==> src/rtl/booth_pkg.sv <==
// Shared definitions for the time-shared Booth multiplier:
// the controller state encoding and the default operand width.
package booth_pkg;

   localparam int DEFAULT_WIDTH = 4;

   typedef enum logic [1:0] {
      IDLE = 2'd0,
      STEP = 2'd1,
      DONE = 2'd2
   } state_t;

endpackage : booth_pkg

==> src/rtl/booth_step.sv <==
// One radix-2 Booth iteration: add/subtract the sign-extended multiplicand,
// then shift {A,Q,Q(-1)} right arithmetically by one bit.
module booth_step
#(
   parameter int WIDTH = 4
) (
   input  logic [WIDTH:0]   a,
   input  logic [WIDTH-1:0] q,
   input  logic             qm1,
   input  logic [WIDTH-1:0] m,
   output logic [WIDTH:0]   a_sh,
   output logic [WIDTH-1:0] q_sh,
   output logic             qm1_sh
);

   logic [WIDTH:0] m_ext_s;
   logic [WIDTH:0] sum_s;

   // One extra bit keeps the most negative multiplicand representable after negation.
   assign m_ext_s = {m[WIDTH-1], m};

   // Booth recoding of the current multiplier bit pair.
   always_comb begin
      sum_s = a;
      case ({q[0], qm1})
         2'b10:   sum_s = a - m_ext_s;
         2'b01:   sum_s = a + m_ext_s;
         default: sum_s = a;
      endcase
   end

   assign a_sh   = {sum_s[WIDTH], sum_s[WIDTH:1]};
   assign q_sh   = {sum_s[0], q[WIDTH-1:1]};
   assign qm1_sh = q[0];

endmodule : booth_step

==> src/rtl/booth_shared_mul.sv <==
// Signed Booth multiplier shared between two requesters through a
// round-robin arbiter; one iteration per clock, result held until consumed.
module booth_shared_mul
   import booth_pkg::*;
#(
   parameter int WIDTH = DEFAULT_WIDTH
) (
   input  logic               clk,
   input  logic               rst_n,
   input  logic               req0_valid,
   output logic               req0_ready,
   input  logic [WIDTH-1:0]   req0_m,
   input  logic [WIDTH-1:0]   req0_q,
   input  logic               req1_valid,
   output logic               req1_ready,
   input  logic [WIDTH-1:0]   req1_m,
   input  logic [WIDTH-1:0]   req1_q,
   output logic               res_valid,
   input  logic               res_ready,
   output logic [2*WIDTH-1:0] res_prod,
   output logic               res_id,
   output logic               busy
);

   localparam int CW = $clog2(WIDTH + 1);

   state_t               state_r;
   logic [WIDTH-1:0]     m_r;
   logic [WIDTH-1:0]     q_r;
   logic [WIDTH:0]       a_r;
   logic                 qm1_r;
   logic [CW-1:0]        cnt_r;
   logic                 id_r;
   logic                 last_served_r;
   logic                 res_valid_r;
   logic                 res_id_r;
   logic [2*WIDTH-1:0]   res_prod_r;

   logic                 grant_s;
   logic                 hs_s;
   logic [WIDTH:0]       a_sh_s;
   logic [WIDTH-1:0]     q_sh_s;
   logic                 qm1_sh_s;

   // Round-robin grant: a lone requester wins, contention favours the one not served last.
   always_comb begin
      grant_s = 1'b0;
      if (req0_valid && req1_valid) begin
         grant_s = ~last_served_r;
      end else if (req1_valid) begin
         grant_s = 1'b1;
      end else begin
         grant_s = 1'b0;
      end
   end

   assign req0_ready = (state_r == IDLE) && req0_valid && !grant_s;
   assign req1_ready = (state_r == IDLE) && req1_valid && grant_s;
   assign hs_s       = req0_ready | req1_ready;

   booth_step #(
      .WIDTH (WIDTH)
   ) u_step (
      .a      (a_r),
      .q      (q_r),
      .qm1    (qm1_r),
      .m      (m_r),
      .a_sh   (a_sh_s),
      .q_sh   (q_sh_s),
      .qm1_sh (qm1_sh_s)
   );

   // Controller and datapath registers.
   always_ff @(posedge clk or negedge rst_n) begin
      if (!rst_n) begin
         state_r       <= IDLE;
         m_r           <= '0;
         q_r           <= '0;
         a_r           <= '0;
         qm1_r         <= 1'b0;
         cnt_r         <= '0;
         id_r          <= 1'b0;
         last_served_r <= 1'b1;
         res_valid_r   <= 1'b0;
         res_id_r      <= 1'b0;
         res_prod_r    <= '0;
      end else begin
         case (state_r)
            IDLE: begin
               if (hs_s) begin
                  m_r           <= grant_s ? req1_m : req0_m;
                  q_r           <= grant_s ? req1_q : req0_q;
                  a_r           <= '0;
                  qm1_r         <= 1'b0;
                  cnt_r         <= CW'(WIDTH);
                  id_r          <= grant_s;
                  last_served_r <= grant_s;
                  state_r       <= STEP;
               end
            end
            STEP: begin
               a_r   <= a_sh_s;
               q_r   <= q_sh_s;
               qm1_r <= qm1_sh_s;
               cnt_r <= cnt_r - CW'(1);
               // The result is published only on entry to DONE so it stays stable elsewhere.
               if (cnt_r == CW'(1)) begin
                  res_prod_r  <= {a_sh_s[WIDTH-1:0], q_sh_s};
                  res_id_r    <= id_r;
                  res_valid_r <= 1'b1;
                  state_r     <= DONE;
               end
            end
            DONE: begin
               if (res_ready) begin
                  res_valid_r <= 1'b0;
                  state_r     <= IDLE;
               end
            end
            default: begin
               res_valid_r <= 1'b0;
               state_r     <= IDLE;
            end
         endcase
      end
   end

   assign res_valid = res_valid_r;
   assign res_prod  = res_prod_r;
   assign res_id    = res_id_r;
   assign busy      = (state_r != IDLE);

endmodule : booth_shared_mul

==> config.mk <==
export PLATFORM = sky130hd
export DESIGN_NAME = booth_shared_mul
export DESIGN_NICKNAME = d
export VERILOG_FILES = /design/src/rtl/booth_pkg.sv /design/src/rtl/booth_step.sv /design/src/rtl/booth_shared_mul.sv
export SDC_FILE = /design/constraint.sdc
export NUM_CORES = 1
export LEC_CHECK = 0
export ABC_AREA = 1
export BUFFER_PORTS_ARGS = -buffer_cell sky130_fd_sc_hd__buf_2
export CORE_ASPECT_RATIO = 1.2
export CORE_UTILIZATION = 25
export DETAILED_ROUTE_END_ITERATION = 8
export PLACE_DENSITY = 0.44
export SYNTH_ARGS = -nofsm -noshare
export SYNTH_HDL_FRONTEND = slang
export SYNTH_SLANG_ARGS = --single-unit
==> constraint.sdc <==
create_clock -name clk -period 6.1 [get_ports clk]
set_clock_uncertainty 0.1 [all_clocks]
set_input_delay 1.22 -clock clk [delete_from_list [all_inputs] [get_ports clk]]
set_output_delay 1.22 -clock clk [all_outputs]
set_load 0.005 [all_outputs]
# Word-level counts from Yosys, hierarchy flattened
# Cells that the tools add are included.
# word_totals
register_bits,31
in_bits,21
# classes
addsub,3
n_eq_ne,8
mux,20
n_bitwise,3
reduce_logical,14
# ops
op,count
5-bit one-hot mux with 2 select lines,2
4-bit two-way mux,3
4-bit one-hot mux with 2 select lines,1
2-bit two-way mux,3
2-bit != test (second input constant),3
2-bit one-hot mux with 3 select lines,1
3-bit one-hot mux with 2 select lines,1
2-bit AND reduction,3
3-bit AND reduction,2
5-bit adder,1
1-bit logical AND,5
1-bit two-way mux,5
5-bit two-way mux,1
5-bit subtractor,1
2-bit by 1-bit == test with 1-bit output (second input constant),2
2-bit == test (second input constant),2
2-bit nonzero test,2
3-bit by 1-bit == test with 1-bit output (second input constant),1
3-bit two-way mux,1
1-bit one-hot mux with 3 select lines,1
3-bit by 1-bit subtractor with 3-bit output (second input constant),1
2-bit zero test,1
1-bit NOT,2
1-bit one-hot mux with 2 select lines,1
2 further kinds,2

# Logic depth before layout (Yosys ltp)
# Gate-level depths: netlist of run 1.
# logic_depth
word_depth,7
depth_mapped,15
depth_no_buf,15

# Cells and area by module
# From an unflattened synthesis of run 1, not the netlist that was laid out.
# hier_totals
hier_cells,243
area_unflattened_um2,1875.5
# by_module_without_submodules
mod,n_inst,cells_per_inst,area_per_inst_um2,seq_area_each_um2
booth_shared_mul,1,179,1508.9,777.0
booth_step,1,64,366.6,0.0

# Least setup slack after synthesis of run 1
# No wires, ideal clock.
# synth_path
kind,input port to output port
start,input req0_valid
end,output req0_ready
arrival_time_ns,1.632
required_time_ns,4.780
path_slack_ns,3.148
path_stages,4
cell_sequence,nand2_1 nand2_2 inv_2 nor2_4
# synth_via
elab_chain_cells,4
word_cells_on_any_way,5
classes_between,1 x mux; 4 x reduce/logical
# synth_rtl
item,line_no,text
from (decl),booth_shared_mul.sv:10,"input logic req0_valid,"
1-bit logical AND,booth_shared_mul.sv:48,if (req0_valid && req1_valid) begin
1-bit two-way mux,booth_shared_mul.sv:48,
1-bit zero test,booth_shared_mul.sv:57,assign req0_ready = (state_r == IDLE) && req0_valid && !grant_s;
1-bit logical AND (*),booth_shared_mul.sv:57,
to (decl),booth_shared_mul.sv:11,"output logic req0_ready,"
# Mark *: on every way between the ends. The rest lies on a longest branch, timed or not.

# Worst setup path in the final report of run 1
# Same ends and word-level chain as after synthesis.

==> summary.txt, run 1 <==
DR WL/cell -> 12.0 um
Number of standard-cell rows in the floorplan -> 31
Area taken by flip-flops and latches -> 752 um^2
Count of final hold-check violations -> 0
Clock tree from TritonCTS -> yes
Largest cells by area after synthesis -> dfrtp_1 (44%), nand2_1 (14%), ha_1 (6.9%), o21ai_0 (4.9%), inv_1 (4.8%)
Status -> finished clean
Antenna violations before repair -> 0
Root buffer cell -> clkbuf_8
Final setup violation count -> 0
Critical path data arrival time -> 2.00 ns
Synth async-reset ratio -> 100%
Most common flop cell mapped by yosys -> dfrtp_1
Vias in the first global route -> 1,459
Count of instances resized after the clock tree is built -> 0
Average footprint of a synthesized cell -> 8.28 um^2
Post-CTS Hold Fix Bufs -> 0
Synthesized netlist cell count -> 198
Post-layout min period -> 3.32 ns
Fmax -> 0.301 GHz
Worst Setup End Kind -> primary output
Clock sinks -> 30
Sequential share of power -> 30.5%
Leading area contributor after synthesis -> dfrtp_1
Top-area cell type share of the netlist area -> 44.2%
Vertical extent of the die -> 90.7 um
Internal power contribution -> 656 uW
EDFF count, synth -> 0
Netlist Area Pre-Place -> 1640 um^2
Category of the critical setup timing path -> in -> out
Gate power share -> 53.2%
Chip Width -> 75.9 um
Startpoint Class -> input port
Initial Util -> 26.6%
Synth cell count leaders -> nand2_1 (62), dfrtp_1 (29), inv_1 (21), o21ai_0 (16), nor2_1 (10)
Worst min-delay path class -> reg -> reg
Via-per-instance ratio -> 4.44
Setup TNS Final -> 0 ns
Worst rel slew slack -> 54.6%
Unique masters post-synth -> 26
Drt first-iter violations -> 50
Net Sw Frac -> 44.2%
Switching Power -> 519 uW
FILL cells -> 669
Number of H-tree levels -> 2
Wire length reported by the detailed router -> 3840 um
Area occupied by multi-input gates -> 790 um^2
Number of warning messages in the yosys log -> 0
Antenna Diode Count -> 0
Max Buffers Root-to-Sink -> 2
Global-route wire length before repair -> 6710 um
Fin area -> 2010 um^2
Area of the core -> 6170 um^2
Setup bufs post-CTS -> 0
Power density cells -> 584 nW/um^2
Share of post-route cells with drive strength above 1 -> 24.8%
Synthesized flop and latch total -> 30
Largest net degree at the start of global routing -> 31
Placer Congestion -> 0.766
Final layout net count -> 268
Total DRC errors in the routed layout -> 0
Number of nets still failing antenna checks after routing -> 0
Final worst-path cycle share -> 54.5%
Top-level I/O count -> 34
Total global-route track usage -> 12.4%
Setup repair after global routing missed its margin -> no
Worst IR drop on VDD -> 0.000138 V
Worst Max-Slew Pin Slew -> 0.681 ns
Synth-to-Final Area Change -> 22.7%
Num CTS Buffers -> 5
Final Max Slew Viols -> 0
Total iterations of the first detailed-routing run -> 4
Required time at the endpoint of the critical path -> 4.78 ns
Max-Cap Viols -> 0
Clock-pin slew on the worst setup and hold paths -> 0.07 ns
Most common cell in the synthesized netlist -> nand2_1
Register area share after synthesis -> 45.8%
Static leakage -> 0.00106 uW
Share of total power in the clock network -> 16.3%
Source-to-sink clock delay at the later pin of the worst-skew pair -> 0.29 ns
Post-placement cell area -> 1900 um^2
Die footprint -> 6890 um^2
I/O Buffers -> 33
Number of vias in the routed layout -> 1,421
Remaining Overflow, GRT -> 0
Maximum fanout along the worst path -> 10
Post-layout power -> 1170 uW
Util after Layout -> 32.6%
Post-synthesis net count -> 229
HPWL Detailed -> 2920 um
[final timing paths]
kind                       cells after the start           from       endpoint  slack (ns)
max in group asynchronous                      1          rst_n    res_prod[6]        4.59
max reg2reg                                   14         q_r[0]    res_prod[7]        3.87
min reg2reg                                    2  last_served_r  last_served_r        0.38
min in group asynchronous                      1          rst_n          qm1_r        0.87
max                                            6     req0_valid     req0_ready        2.78
min                                            2  last_served_r  last_served_r        0.38
[critical path, cell delays in order]
cell	delay (ns)
buf_2	0.10
nand2_1	0.06
nand2_2	0.18
inv_2	0.15
nor2_4	0.15
buf_2	0.13
[cell usage in the layout, fill, tap and decap left out, drive strengths merged, types with 5 or more instances in the layout]
| cell | Yosys | routed |
|---|---|---|
| a21oi | 5 | 5 |
| a31oi | 5 | 5 |
| buf | 1 | 33 |
| clkbuf | 0 | 8 |
| dfrtp | 29 | 29 |
| ha | 9 | 9 |
| inv | 25 | 25 |
| nand2 | 66 | 66 |
| nand3 | 7 | 7 |
| nor2 | 16 | 16 |
| o21ai | 18 | 18 |
[registers in the layout (all words and copies together), names as in the netlist, 2 cells and up]
| register | flops |
|---|---|
| state_r | 2 |
| a_r | 4 |
| cnt_r | 3 |
| res_prod | 8 |
| m_r | 4 |
| q_r | 4 |
[per-stage QoR]
step / worst slack, ns / instances / hold slack, ns
global route: 2.71 / 320 / 0.394
detailed placement: 2.78 / 312 / 0.365
floorplan: 3.15 / 198 / 0.348
global placement: 2.82 / 312 / 0.368
finish: 2.78 / 320 / 0.376
CTS: 2.77 / 320 / 0.378
[power by group through the flow]
| stage | sequential [uW] | combinational (uW) | clock, uW |
|---|---|---|---|
| 2_1_floorplan | 353 | 469 | 0 |
| 3_3_place_gp | 362 | 631 | 0 |
| 3_5_place_dp | 362 | 632 | 0 |
| 4_1_cts | 360 | 637 | 196 |
| 5_1_grt | 372 | 735 | 205 |
| 6_report | 358 | 625 | 192 |
[per-layer routing]
layer / global-route usage [%] / vias up / part of all wire (%)
met3: 2.42 / 5 / 1.8
met5: 0 / - / 0
met1: 15.3 / 674 / 49
met4: 7.21 / 0 / 2.4
met2: 20.0 / 19 / 47
li1: - / 723 / -
[kinds of logic (layout without fill, tap and decap cells)]
| logic type | count (synthesis) | count (layout) | share of synthesized area, % |
|---|---|---|---|
| AO/OA/AOI/OAI | 34 | 34 | 11.7 |
| buffers and inverters | 26 | 66 | 6.03 |
| flip-flops | 30 | 30 | 45.8 |
| XOR/XNOR | 3 | 3 | 1.60 |
| AND/OR/NAND/NOR | 95 | 95 | 26.7 |
| adder cells (fa/ha/maj) | 10 | 10 | 8.09 |
[final cells by class]
| type | instances | share of cell area [%] |
|---|---|---|
| multi-input combinational | 142 | 39.2 |
| sequential | 30 | 37.4 |
| timing repair buffer | 33 | 8.20 |
| clock buffer | 8 | 5.47 |
| tap | 82 | 5.10 |
| inverter | 25 | 4.66 |
Power figures use the tool's default switching activity.
==> run 2: changes to the inputs <==
- ABC_AREA: 1 -> 0
- PLACE_DENSITY: 0.44 -> 0.45
- clock period: 6.1 -> 3 ns (I/O delays scaled with it)
==> summary.txt, run 2 <==
Number of standard-cell rows in the floorplan -> 31 (unchanged)
Commonest cells after routing, fill and taps aside -> nand2_1 (35), buf_2 (33), dfrtp_1 (29)
Number of warning messages in the yosys log -> 0 (unchanged)
Largest cells by area after synthesis -> dfrtp_1 (45%), nand2_1 (8.2%), ha_1 (7.0%), o21ai_0 (4.4%), nor2_1 (3.3%)
I/O Buffers -> 33 (unchanged)
Total iterations of the first detailed-routing run -> 4 (unchanged)
Total placed cells including tap cells -> 283 (-9.3%)
Synthesized netlist cell count -> 172 (-13%)
Largest delay share family, worst path -> adder cells
Biggest cell delay along the critical path -> 0.44 ns (+0.26 ns)
Total DRC errors in the routed layout -> 0 (unchanged)
Post-synthesis net count -> 203 (-11%)
Static leakage -> 0.000997 uW (-6.2%)
Critical Path, Cell by Cell -> inv_1, ha_1, mux2_2, fa_1, a21o_1, a21oi_2, xnor2_1, mux2i_1, nand3_1
Root buffer cell -> clkbuf_8
Die footprint -> 6750 um^2 (-2.0%)
Top-level I/O count -> 34 (unchanged)
Number of vias in the routed layout -> 1,325 (-6.8%)
Final worst-path cycle share -> 85.2%
Area of the core -> 6130 um^2 (-0.63%)
Leading area contributor after synthesis -> dfrtp_1
Netlist Area Pre-Place -> 1610 um^2 (-2.1%)
Drt first-iter violations -> 38 (-24%)
Top-area cell type share of the netlist area -> 45.2% (+0.93 points)
Synthesized flop and latch total -> 30 (unchanged)
Setup bufs post-CTS -> 0 (unchanged)
Final layout net count -> 239 (-11%)
Worst rel slew slack -> 54.2% (-0.43 points)
R2R Setup Slk -> 0.44 ns (-3.43 ns)
Internal power contribution -> 1330 uW (+100%)
Max-Cap Viols -> 0 (unchanged)
Most common cell in the synthesized netlist -> nand2_1
Num CTS Buffers -> 5 (unchanged)
Wire length reported by the detailed router -> 3650 um (-4.9%)
Clock-pin slew on the worst setup and hold paths -> 0.07 ns (about the same)
Largest net degree at the start of global routing -> 31 (unchanged)
Share of post-route cells with drive strength above 1 -> 23.0% (-1.8 points)
Number of nets still failing antenna checks after routing -> 0 (unchanged)
Worst min-delay path class -> in -> async
Max Buffers Root-to-Sink -> 2 (unchanged)
DR WL/cell -> 12.5 um (+4.6%)
Startpoint Class -> flop
Required time at the endpoint of the critical path -> 3.07 ns (-1.71 ns)
Global routing met1 resource utilization -> 16.2% (+0.84 points)
Final setup violation count -> 0 (unchanged)
Met3 demand-to-capacity share in global routing -> 3.59% (+1.2 points)
Clock sinks -> 30 (unchanged)
Critical path data arrival time -> 2.63 ns (+0.63 ns)
Worst Setup End Kind -> flop
Most common flop cell mapped by yosys -> dfrtp_1
Average footprint of a synthesized cell -> 9.34 um^2 (+13%)
Placer Congestion -> 0.774 (+1.0%)
Remaining Overflow, GRT -> 0 (unchanged)
Post-layout min period -> 2.56 ns
Most Crowded Layer GR -> met2
Setup repair after global routing missed its margin -> no
Setup TNS Final -> 0 ns (unchanged)
Fmax -> 0.391 GHz
Post-CTS Hold Fix Bufs -> 0 (unchanged)
Maximum fanout along the worst path -> 5 (-5)
Category of the critical setup timing path -> reg -> reg
Post-layout power -> 2270 uW (+93%)
Antenna Diode Count -> 0 (unchanged)
Vertical extent of the die -> 89.8 um (-1.0%)
Path depth of the worst reg2reg path -> 9 (-5)
HPWL Detailed -> 2750 um (-5.9%)
Final Max Slew Viols -> 0 (unchanged)
Register area share after synthesis -> 46.8% (+0.96 points)
Clock tree from TritonCTS -> yes
Number of H-tree levels -> 2 (unchanged)
Via-per-instance ratio -> 4.55 (+2.5%)
Non-filler cells, final -> 291 (-9.1%)
Gate power share -> 49.4% (-3.8 points)
Synth async-reset ratio -> 100% (unchanged)
Count of instances resized after the clock tree is built -> 0 (unchanged)
Share of total power in the clock network -> 17.6% (+1.3 points)
EDFF count, synth -> 0 (unchanged)
Status -> finished clean
Initial Util -> 26.2% (-0.38 points)
Synth cell count leaders -> nand2_1 (35), dfrtp_1 (29), nor2_1 (14), o21ai_0 (14), ha_1 (9)
Synth-to-Final Area Change -> 22.2%
Max FFs per register -> 8 (unchanged)
Power density cells -> 1160 nW/um^2 (+98%)
Total global-route track usage -> 12.8% (+0.40 points)
Worst path slowest cell -> fa_1
Worst IR drop on VDD -> 0.000338 V (+150%)
Crit Reg-Reg Startpoint -> q_r[0]
Global-route wire length before repair -> 6480 um (-3.5%)
Reg-to-reg endpoint -> res_prod[7]
Worst Max-Slew Pin Slew -> 0.687 ns (+0.00650 ns)
Source-to-sink clock delay at the later pin of the worst-skew pair -> 0.28 ns (about the same)
Leading cell type in the layout, fill and taps excluded -> nand2_1
Net Sw Frac -> 41.2% (-2.9 points)
Met2 routing resource usage after global routing -> 19.5% (-0.48 points)
Vias in the first global route -> 1,371 (-6.0%)
Chip Width -> 75.2 um (-1.0%)
Count of final hold-check violations -> 0 (unchanged)
Switching Power -> 936 uW (+80%)
Antenna violations before repair -> 0 (unchanged)
Sequential share of power -> 33.0% (+2.5 points)
Number of buffer and inverter stages on the critical path -> 1 (-2)
Unique masters post-synth -> 37 (+42%)
run 2: cell types whose count changed after synthesis, moves of 3 or more:
cell / before / now
or2_2: 3 / 0
and2_1: 0 / 3
a21o_1: 0 / 4
a22oi_1: 0 / 3
inv_2: 4 / 0
nand2_2: 3 / 0
nor2_1: 10 / 14
nor2_4: 5 / 0
nand2_1: 62 / 35
mux2i_1: 0 / 4
nor3_1: 0 / 3
inv_1: 21 / 8
run 2: cell families (layout without fill, tap and decap cells):
kind of cell,Yosys count,after routing,synth area share [%]
muxes,5,5,3.19
DFF,30,30,46.8
and+or+nand+nor,71,71,19.7
buffers and inverters,12,49,3.19
adders and majority gates,10,10,8.26
xor gates and xnor gates,5,5,2.73
AOI/OAI and AO/OA,39,39,16.1
run 2: final cells by class:
type	count	area, um^2
clock buffers	8	110
multi-input cells	130	803
fillers	680	4170
repair buffers	33	165
inverters	8	30.0
well taps	82	103
flip-flops and latches	30	752
run 2: stage by stage:
step | utilization (%) | setup WS (ns) | hold slack [ns] | cell area (um^2)
floorplan | - | 0.582 | 0.204 | 1610
global placement | 30.2 | 0.469 | 0.357 | 1850
detailed placement | 30.2 | 0.453 | 0.357 | 1850
CTS | 32.0 | 0.446 | 0.282 | 1960
global route | 32.0 | 0.215 | 0.315 | 1960
finish | 32.0 | 0.444 | 0.256 | 1960
run 2: power groups by stage:
stage	registers [uW]	logic [uW]	clock network, uW
after floorplan	727	859	0
final	750	1120	399
after global placement	757	1140	0
after CTS	753	1150	409
after global routing	785	1330	426
after detailed placement	762	1140	0
run 2: worst max-delay path by stage:
stage	cells after the start	end	slack [ns]	from
final	9	res_prod[7]	0.44	q_r[0]
after global routing	9	a_r[3]	0.22	q_r[0]
after CTS	9	res_prod[7]	0.45	q_r[0]
after detailed placement	9	res_prod[7]	0.45	q_r[0]
after global placement	9	res_prod[7]	0.47	q_r[0]
after floorplan	9	res_prod[7]	0.58	q_r[0]
run 2: per-layer routing:
layer	routed length [um]	share of wire, %
met3	135	3.7
met2	1730	47
met1	1660	46
met5	0	0
met4	120	3.3
==> run 3: changes to the inputs <==
- REMOVE_ABC_BUFFERS: not set -> 1
==> summary.txt, run 3 (same netlist as run 2, synthesis figures left out) <==
Count of final hold-check violations -> 0 (unchanged)
Wire length reported by the detailed router -> 3730 um (+2.3%)
Global-route wire length before repair -> 6350 um (-1.9%)
Crit Reg-Reg Startpoint -> q_r[0]
Startpoint Class -> flop
Final worst-path cycle share -> 85.5% (+0.29 points)
Post-layout min period -> 2.56 ns (+0.00866 ns)
Critical path data arrival time -> 2.64 ns (about the same)
Share of post-route cells with drive strength above 1 -> 23.0% (unchanged)
Number of vias in the routed layout -> 1,321 (-0.30%)
Reg-to-reg endpoint -> res_prod[7]
Vias in the first global route -> 1,318 (-3.9%)
Worst Setup End Kind -> flop
Fmax -> 0.390 GHz (-0.34%)
Number of nets still failing antenna checks after routing -> 0 (unchanged)
Static leakage -> 0.000986 uW (-1.0%)
Via-per-instance ratio -> 4.54 (-0.30%)
Vertical extent of the die -> 89.8 um (unchanged)
Post-layout power -> 2230 uW (-2.0%)
Placer Congestion -> 0.711 (-8.2%)
Final Max Slew Viols -> 0 (unchanged)
Chip Width -> 75.2 um (unchanged)
Worst rel slew slack -> 54.5% (+0.35 points)
Post-CTS Hold Fix Bufs -> 0 (unchanged)
Top-level I/O count -> 34 (unchanged)
Setup bufs post-CTS -> 0 (unchanged)
Total iterations of the first detailed-routing run -> 4 (unchanged)
Initial Util -> 26.2% (unchanged)
Die footprint -> 6750 um^2 (unchanged)
R2R Setup Slk -> 0.44 ns (about the same)
Setup repair after global routing missed its margin -> no
Antenna violations before repair -> 0 (unchanged)
Num CTS Buffers -> 5 (unchanged)
Biggest cell delay along the critical path -> 0.43 ns (about the same)
Max Buffers Root-to-Sink -> 2 (unchanged)
Path depth of the worst reg2reg path -> 9 (unchanged)
Antenna Diode Count -> 0 (unchanged)
Status -> finished clean
Worst min-delay path class -> in -> async
Worst Max-Slew Pin Slew -> 0.682 ns (-0.00519 ns)
Final setup violation count -> 0 (unchanged)
Category of the critical setup timing path -> reg -> reg
Clock-pin slew on the worst setup and hold paths -> 0.07 ns (about the same)
Clock sinks -> 30 (unchanged)
Max-Cap Viols -> 0 (unchanged)
Source-to-sink clock delay at the later pin of the worst-skew pair -> 0.29 ns (about the same)
Clock tree from TritonCTS -> yes
Remaining Overflow, GRT -> 0 (unchanged)
Required time at the endpoint of the critical path -> 3.07 ns (about the same)
Worst path slowest cell -> fa_1
Commonest cells after routing, fill and taps aside -> nand2_1 (35), buf_2 (33), dfrtp_1 (29)
Drt first-iter violations -> 50 (+32%)
Count of instances resized after the clock tree is built -> 0 (unchanged)
Max FFs per register -> 8 (unchanged)
Leading cell type in the layout, fill and taps excluded -> nand2_1
Number of H-tree levels -> 2 (unchanged)
HPWL Detailed -> 2790 um (+1.6%)
Worst IR drop on VDD -> 0.000450 V (+33%)
Largest net degree at the start of global routing -> 31 (unchanged)
Area taken by flip-flops and latches -> 752 um^2 (unchanged)
DR WL/cell -> 12.8 um (+2.3%)
FILL cells -> 684 (+0.59%)
Maximum fanout along the worst path -> 5 (unchanged)
Power density cells -> 1140 nW/um^2 (-1.2%)
Setup TNS Final -> 0 ns (unchanged)
Total DRC errors in the routed layout -> 0 (unchanged)
Root buffer cell -> clkbuf_8
Number of standard-cell rows in the floorplan -> 31 (unchanged)
Final layout net count -> 239 (unchanged)
Total global-route track usage -> 12.4% (-0.35 points)
Area occupied by multi-input gates -> 803 um^2 (unchanged)
Synth-to-Final Area Change -> 21.3%
Area of the core -> 6130 um^2 (unchanged)
Critical Path, Cell by Cell -> inv_1, ha_1, mux2_2, fa_1, a21o_1, a21oi_2, xnor2_1, mux2i_1, nand3_1
I/O Buffers -> 33 (unchanged)
[run 3: layout make-up]
| type | count | area share [%] |
|---|---|---|
| inverter | 8 | 1.54 |
| multi-input combinational | 130 | 41.2 |
| tap | 82 | 5.27 |
| clock buffer | 6 | 4.24 |
| clock inverter | 2 | 0.642 |
| timing repair buffer | 33 | 8.48 |
| sequential | 30 | 38.6 |
[run 3: how the worst max path moves through the flow]
stage / cells past startpoint / endpoint / start
2_1_floorplan: 9 / res_prod[7] / q_r[0]
3_3_place_gp: 9 / res_prod[7] / q_r[0]
3_5_place_dp: 9 / res_prod[7] / q_r[0]
4_1_cts: 9 / res_prod[7] / q_r[0]
5_1_grt: 9 / a_r[3] / q_r[0]
6_report: 9 / res_prod[7] / q_r[0]
[run 3: critical path, delay by kind of cell (launching register included)]
| family | cells | cell delay (ns) |
|---|---|---|
| AO/OA/AOI/OAI | 2 | 0.34 |
| XOR/XNOR | 1 | 0.20 |
| adder cells (fa/ha/maj) | 2 | 0.65 |
| buffers and inverters | 1 | 0.07 |
| flip-flops | 1 | 0.38 |
| multiplexers | 2 | 0.61 |
| AND/OR/NAND/NOR | 1 | 0.08 |
[run 3: per-layer routing]
metal	up-vias	share of wire (%)	GRT usage (%)	wire, um
li1	669	-	-	-
met4	0	1.7	4.63	63
met2	18	49	19.0	1820
met1	629	46	17.0	1730
met5	-	0	0	0
met3	5	3.2	2.80	120
[run 3: where the power goes]
part,total [uW],internal (uW),leakage [uW],switching [uW]
Sequential,751,602,0.000366,150
Clock,349,184,0.0000472,164
Combinational,1130,502,0.000573,624
Total,2230,1290,0.000986,938
[run 3: per-stage QoR]
stage                     setup slack (ns)  hold slack, ns  instance area (um^2)  instances  util, %
after floorplan                      0.582           0.204                  1590        168        -
after global placement               0.475           0.358                  1850        283     30.2
after detailed placement             0.438           0.357                  1850        283     30.2
after CTS                            0.416           0.286                  1950        291     31.8
after global routing                 0.235           0.317                  1950        291     31.8
final                                0.435           0.248                  1950        291     31.8
